--- src/rtl/reg_xfer_pkg.sv ---
// reg_xfer_pkg: shared FSM state type and register-index constants for the RF<->RM transfer engine
package reg_xfer_pkg;
    localparam int IDX_W = 5;
    localparam logic [IDX_W-1:0] FIRST_REG = 5'd1;
    localparam logic [IDX_W-1:0] LAST_REG  = 5'd31;
    typedef enum logic [2:0] {IDLE, SAVE_RD, SAVE_WR, RST_RD, RST_WR, FIN} xfer_state_t;
endpackage

--- src/rtl/rise_edge_det.sv ---
// rise_edge_det: registered one-cycle pulse on a rising edge of a level input
//   i_clk   : clock, rising edge
//   i_rst_n : asynchronous active-low reset (history cleared, so a level held through reset reads as an edge)
//   i_level : level input
//   o_pulse : one-cycle pulse, one cycle after the edge is sampled
module rise_edge_det (
    input  logic i_clk,
    input  logic i_rst_n,
    input  logic i_level,
    output logic o_pulse
);
    logic r_prev;
    logic r_pulse;
    always_ff @(posedge i_clk or negedge i_rst_n) begin
        if (!i_rst_n) begin
            r_prev  <= 1'b0;
            r_pulse <= 1'b0;
        end else begin
            r_prev  <= i_level;
            r_pulse <= i_level & ~r_prev;
        end
    end
    assign o_pulse = r_pulse;
endmodule

--- src/rtl/reg_bank_transfer_unit.sv ---
// reg_bank_transfer_unit: sequences x1..x31 between the register file (RF) and banked register memory (RM)
//   i_clk, i_rst_n       : clock (rising edge), asynchronous active-low reset
//   i_start_save         : level request RF -> RM (rising edge detected)
//   i_start_restore      : level request RM -> RF (rising edge detected; loses to save in the same cycle)
//   i_bank_sel           : RM bank, latched at start
//   o_rf_addr/i_rf_rdata : RF index and combinational read data
//   o_rf_wdata/o_rf_we   : RF write data and one-cycle write enable
//   o_rm_addr            : {bank, index}
//   o_rm_wdata/o_rm_we   : RM write data and write request
//   i_rm_rdata/o_rm_re   : RM read data and read request
//   i_rm_busywait        : RM stall, a request completes on an edge where it is low
//   o_busy/o_done        : transfer in progress / one-cycle completion pulse
//   o_err/o_checksum     : sticky checksum mismatch / running XOR, present only with REG_XFER_CHECKSUM_EN
module reg_bank_transfer_unit
    import reg_xfer_pkg::*;
#(
    parameter  int BANKS = 4,
    localparam int BW    = (BANKS > 1) ? $clog2(BANKS) : 1,
    localparam int AW    = $clog2(BANKS) + 5
) (
    input  logic          i_clk,
    input  logic          i_rst_n,
    input  logic          i_start_save,
    input  logic          i_start_restore,
    input  logic [BW-1:0] i_bank_sel,
    output logic [4:0]    o_rf_addr,
    input  logic [31:0]   i_rf_rdata,
    output logic [31:0]   o_rf_wdata,
    output logic          o_rf_we,
    output logic [AW-1:0] o_rm_addr,
    output logic [31:0]   o_rm_wdata,
    input  logic [31:0]   i_rm_rdata,
    output logic          o_rm_we,
    output logic          o_rm_re,
    input  logic          i_rm_busywait,
    output logic          o_busy,
    output logic          o_done
`ifdef REG_XFER_CHECKSUM_EN
    ,
    output logic          o_err,
    output logic [31:0]   o_checksum
`endif
);
    xfer_state_t r_state, w_next;
    logic [IDX_W-1:0] r_idx;
    logic [BW-1:0]    r_bank;
    logic [31:0]      r_rm_wdata, r_rf_wdata;
    logic w_save_go, w_rst_go, w_start, w_last, w_save_commit, w_rd_commit;
    logic [BW+IDX_W-1:0] w_rm_addr_full;

    rise_edge_det u_save_edge (.i_clk(i_clk), .i_rst_n(i_rst_n), .i_level(i_start_save),    .o_pulse(w_save_go));
    rise_edge_det u_rst_edge  (.i_clk(i_clk), .i_rst_n(i_rst_n), .i_level(i_start_restore), .o_pulse(w_rst_go));

    assign w_start        = (r_state == IDLE) && (w_save_go || w_rst_go);
    assign w_last         = (r_idx == LAST_REG);
    assign w_save_commit  = (r_state == SAVE_WR) && !i_rm_busywait;
    assign w_rd_commit    = (r_state == RST_RD) && !i_rm_busywait;
    assign w_rm_addr_full = {r_bank, r_idx};

    always_ff @(posedge i_clk or negedge i_rst_n) begin
        if (!i_rst_n) r_state <= IDLE;
        else          r_state <= w_next;
    end

    always_comb begin
        w_next    = r_state;
        o_rf_addr = '0;
        o_rm_addr = '0;
        o_rf_we   = 1'b0;
        o_rm_we   = 1'b0;
        o_rm_re   = 1'b0;
        o_done    = 1'b0;
        o_busy    = (r_state != IDLE);
        case (r_state)
            IDLE:    w_next = w_save_go ? SAVE_RD : (w_rst_go ? RST_RD : IDLE);
            SAVE_RD: begin
                o_rf_addr = r_idx;
                w_next    = SAVE_WR;
            end
            SAVE_WR: begin
                o_rm_we   = 1'b1;
                o_rm_addr = w_rm_addr_full[AW-1:0];
                if (!i_rm_busywait) w_next = w_last ? FIN : SAVE_RD;
            end
            RST_RD: begin
                o_rm_re   = 1'b1;
                o_rm_addr = w_rm_addr_full[AW-1:0];
                if (!i_rm_busywait) w_next = RST_WR;
            end
            RST_WR: begin
                o_rf_we   = 1'b1;
                o_rf_addr = r_idx;
                w_next    = w_last ? FIN : RST_RD;
            end
            FIN: begin
                o_done = 1'b1;
                w_next = IDLE;
            end
            default: w_next = IDLE;
        endcase
    end

    // terminal check at 31 precedes the increment, so the index never wraps to x0
    always_ff @(posedge i_clk or negedge i_rst_n) begin
        if (!i_rst_n) begin
            r_idx      <= FIRST_REG;
            r_bank     <= '0;
            r_rm_wdata <= '0;
            r_rf_wdata <= '0;
        end else begin
            if (w_start) begin
                r_idx  <= FIRST_REG;
                r_bank <= i_bank_sel;
            end
            if (r_state == SAVE_RD) r_rm_wdata <= i_rf_rdata;
            if (w_rd_commit) r_rf_wdata <= i_rm_rdata;
            if ((w_save_commit || r_state == RST_WR) && !w_last) r_idx <= r_idx + 1'b1;
        end
    end

    assign o_rm_wdata = r_rm_wdata;
    assign o_rf_wdata = r_rf_wdata;

`ifdef REG_XFER_CHECKSUM_EN
    logic [31:0] r_chk, r_ref;
    logic r_err, r_is_save;
    // a save publishes its checksum as the reference; a restore compares against it
    always_ff @(posedge i_clk or negedge i_rst_n) begin
        if (!i_rst_n) begin
            r_chk     <= '0;
            r_ref     <= '0;
            r_err     <= 1'b0;
            r_is_save <= 1'b0;
        end else begin
            if (w_start) begin
                r_chk     <= '0;
                r_is_save <= w_save_go;
            end else if (w_save_commit) begin
                r_chk <= r_chk ^ r_rm_wdata;
            end else if (w_rd_commit) begin
                r_chk <= r_chk ^ i_rm_rdata;
            end
            if (r_state == FIN) begin
                if (r_is_save)           r_ref <= r_chk;
                else if (r_chk != r_ref) r_err <= 1'b1;
            end
        end
    end
    assign o_err      = r_err;
    assign o_checksum = r_chk;
`endif
endmodule

--- config.mk ---
export PLATFORM = sky130hd
export DESIGN_NAME = reg_bank_transfer_unit
export DESIGN_NICKNAME = d
export VERILOG_FILES = /design/src/rtl/reg_xfer_pkg.sv /design/src/rtl/rise_edge_det.sv /design/src/rtl/reg_bank_transfer_unit.sv
export SDC_FILE = /design/constraint.sdc
export NUM_CORES = 1
export LEC_CHECK = 0
export CAP_MARGIN = 25
export CORE_UTILIZATION = 44
export DETAILED_ROUTE_END_ITERATION = 12
export PLACE_DENSITY = 0.86
export RECOVER_POWER = 25
export SETUP_SLACK_MARGIN = 0.5
export SKIP_CTS_REPAIR_TIMING = 1
export SLEW_MARGIN = 20
export SYNTH_ARGS = -nofsm -noshare
export SYNTH_HDL_FRONTEND = slang
export SYNTH_SLANG_ARGS = --single-unit
export TNS_END_PERCENT = 1
--- constraint.sdc ---
create_clock -name i_clk -period 3.05 [get_ports i_clk]
set_input_delay 0.915 -clock i_clk [delete_from_list [all_inputs] [get_ports i_clk]]
set_output_delay 0.915 -clock i_clk [all_outputs]
set_load 0.01 [all_outputs]
==> out/metrics.cfg <==
[die]
die_area_sq_um = 7560
initial_core_util_pct = 46.2
rows = 30
die_x_um = 86.9
io_pins = 152
core-area_sq_um = 6870
chipHeight_um = 86.9

[cts]
cts_root_buf = clkbuf_8
htree_levels = 3
path_clk_slew_ps = 80
clk_latency_ps = 340
cts_sinks = 78
numCtsBuffers = 9
cts_max_path_buffers = 2
cts_tree = built

[critical_path]
end_kind = output port
slowest_stage = clkdlybuf4s50_1
critPathBufInv = 2
worstPathArrival_ps = 1880
cp_max_fo = 8
worstPathCellList = buf_4 -> or3_4 -> clkdlybuf4s50_1
worstSetupPathType = register to output port
max_stage_delay_ps = 500
required_ps = 2130
crit_path_start_kind = register
crit_family = buffers and inverters

[layout]
diodes = 0
drive_gt1_share_pct = 25.3
final_cells = 472
fin_nets = 444
final_common_cell = clkdlybuf4s50_1
area_growth_pct = 56.2
final_cell_mix = 148 x clkdlybuf4s50_1, 74 x dfrtp_1, 64 x mux2_2
fill_cells = 498
final_util_pct = 72.2
postLayoutCellArea_sq_um = 4960

[synthesis]
synth_nets = 287
synth_async_sr_flop_share_pct = 100
yosysTopAreaCell = dfrtp_1
yosysSeqAreaShare_pct = 61.6
synth-warning-count = 0
synth_cell_types = 31
synthFlopType = dfrtp_1
syn_inst = 214
synth-edff-count = 0
synth_area_per_cell_sq_um = 14.8
ys_ff_latch = 78
netlist_top_cells_area = dfrtp_1 61%, mux2_2 23%, and2_1 2.8%, buf_6 1.4%, mux2_1 1.4%
synth_top_area_share_pct = 60.7
synth_area_sq_um = 3170

[global_route]
grt_pass1_vias = 2429
antenna_found_initial = 0
grt_pass1_wl_mm = 11.5
grt_max_degree = 44
grt_use_total_pct = 20.3
overflow = 0

[power_and_ir_drop]
worst_ir_drop_vdd_v = 0.000582
p_leak_nw = 2.03
total_power_mw = 4.97
power_density_nw_per_um2 = 1000

[sta]
skew_ps = 6.81
rsz0062_at_grt = yes
clock.fmax_ghz = 0.358
finalSetupViolCount = 0
fin_hold_ws_ps = 395
slew_headroom_pct = 28.1
hold_viol_final = 0
final.setup.worst_slack_ps = 254
slew_viol_final = 0
tightest_slew_ps = 1080
finalSetupTns_ps = 0
period_share_pct = 91.7
period_needed_ps = 2800

[placed_design]
place.gp.congestion = 0.762
pre_cts_ws_ps = 236
placed_cell_area_sq_um = 4760
dp_hpwl_mm = 5.39
portBuffers = 151
dpl.cell_count = 455

[detailed_routing]
firstDrtPassIters = 4
post-route-drc-count = 0
drt_iter0_drc = 28
routed_wl_mm = 7.28
via_count = 2288
viasPerCell = 4.85
postRouteAntennaNets = 0
wl_per_cell_um = 15.4

[flow_run]
drv_cap = 0

[run_status]
status = finished, final reports clean

[hold_path]
hp-class = register to register

==> worst paths after layout <==
| path | start | endpoint | slack, ps | depth (start not counted) |
|---|---|---|---|---|
| min | u_save_edge.r_prev$_DFF_PN0_ | u_save_edge.o_pulse$_DFF_PN0_ | 400 | 1 |
| max | r_state[2]$_DFFE_PN0P_ | o_busy | 250 | 3 |
| max reg2reg | r_idx[1]$_DFFE_PN0P_ | r_idx[3]$_DFFE_PN0P_ | 890 | 7 |
| min in group asynchronous | i_rst_n | r_idx[1]$_DFFE_PN0P_ | 760 | 1 |
| min reg2reg | u_save_edge.r_prev$_DFF_PN0_ | u_save_edge.o_pulse$_DFF_PN0_ | 400 | 1 |
| max in group asynchronous | i_rst_n | o_rm_wdata[13]$_DFFE_PN0N_ | 820 | 2 |
==> synthesized netlist by cell type, types with 2 or more instances <==
cell type  instances
a21oi_1            4
and2_1            14
buf_2              5
buf_6              4
dfrtp_1           77
ha_1               2
mux2_1             4
mux2_2            64
nand2_1            6
nand2b_1           2
nor2_1             8
nor2b_1            3
o21ai_0            3
==> per-layer routing <==
| metal | vias up | global-route usage (%) | share of wire [%] |
|---|---|---|---|
| met4 | 0 | 8.18 | 1.6 |
| li1 | 1059 | - | - |
| met1 | 1112 | 23.3 | 39 |
| met2 | 104 | 34.8 | 52 |
| met3 | 13 | 6.73 | 8.2 |
| met5 | - | 0 | 0 |
==> cell type report <==
class | instances | area, sq um | share of cell area [%]
Clock inverter | 6 | 62.6 | 1.26
Multi-Input combinational cell | 125 | 1150 | 23.2
Tap cell | 96 | 120 | 2.42
Sequential cell | 78 | 1960 | 39.5
Inverter | 1 | 3.75 | 0.0757
Clock buffer | 10 | 128 | 2.57
Timing Repair Buffer | 156 | 1540 | 31.0
==> power by group <==
| part | switching [mW] | internal [mW] |
|---|---|---|
| clock network | 0.374 | 0.375 |
| logic | 0.877 | 1.51 |
| registers | 0.297 | 1.54 |
| total | 1.55 | 3.42 |
==> state kept, by name, summed over array words and instances, names as in the netlist <==
name                 count
r_idx                    5
u_rst_edge.r_prev        1
r_state                  3
u_rst_edge.o_pulse       1
r_bank                   2
o_rf_wdata              32
u_save_edge.o_pulse      1
u_save_edge.r_prev       1
o_rm_wdata              32
==> logic make-up (layout without fill, tap and decap cells) <==
family / Yosys count / in the layout / share of synthesized area, %
flops: 78 / 78 / 61.6
mux: 69 / 69 / 24.4
simple gates: 41 / 41 / 7.65
compound gates: 12 / 12 / 2.72
buf+inv: 11 / 173 / 2.56
fa+ha+maj: 2 / 2 / 0.789
xor+xnor: 1 / 1 / 0.276
No activity file was read; power rests on OpenSTA's default activity.
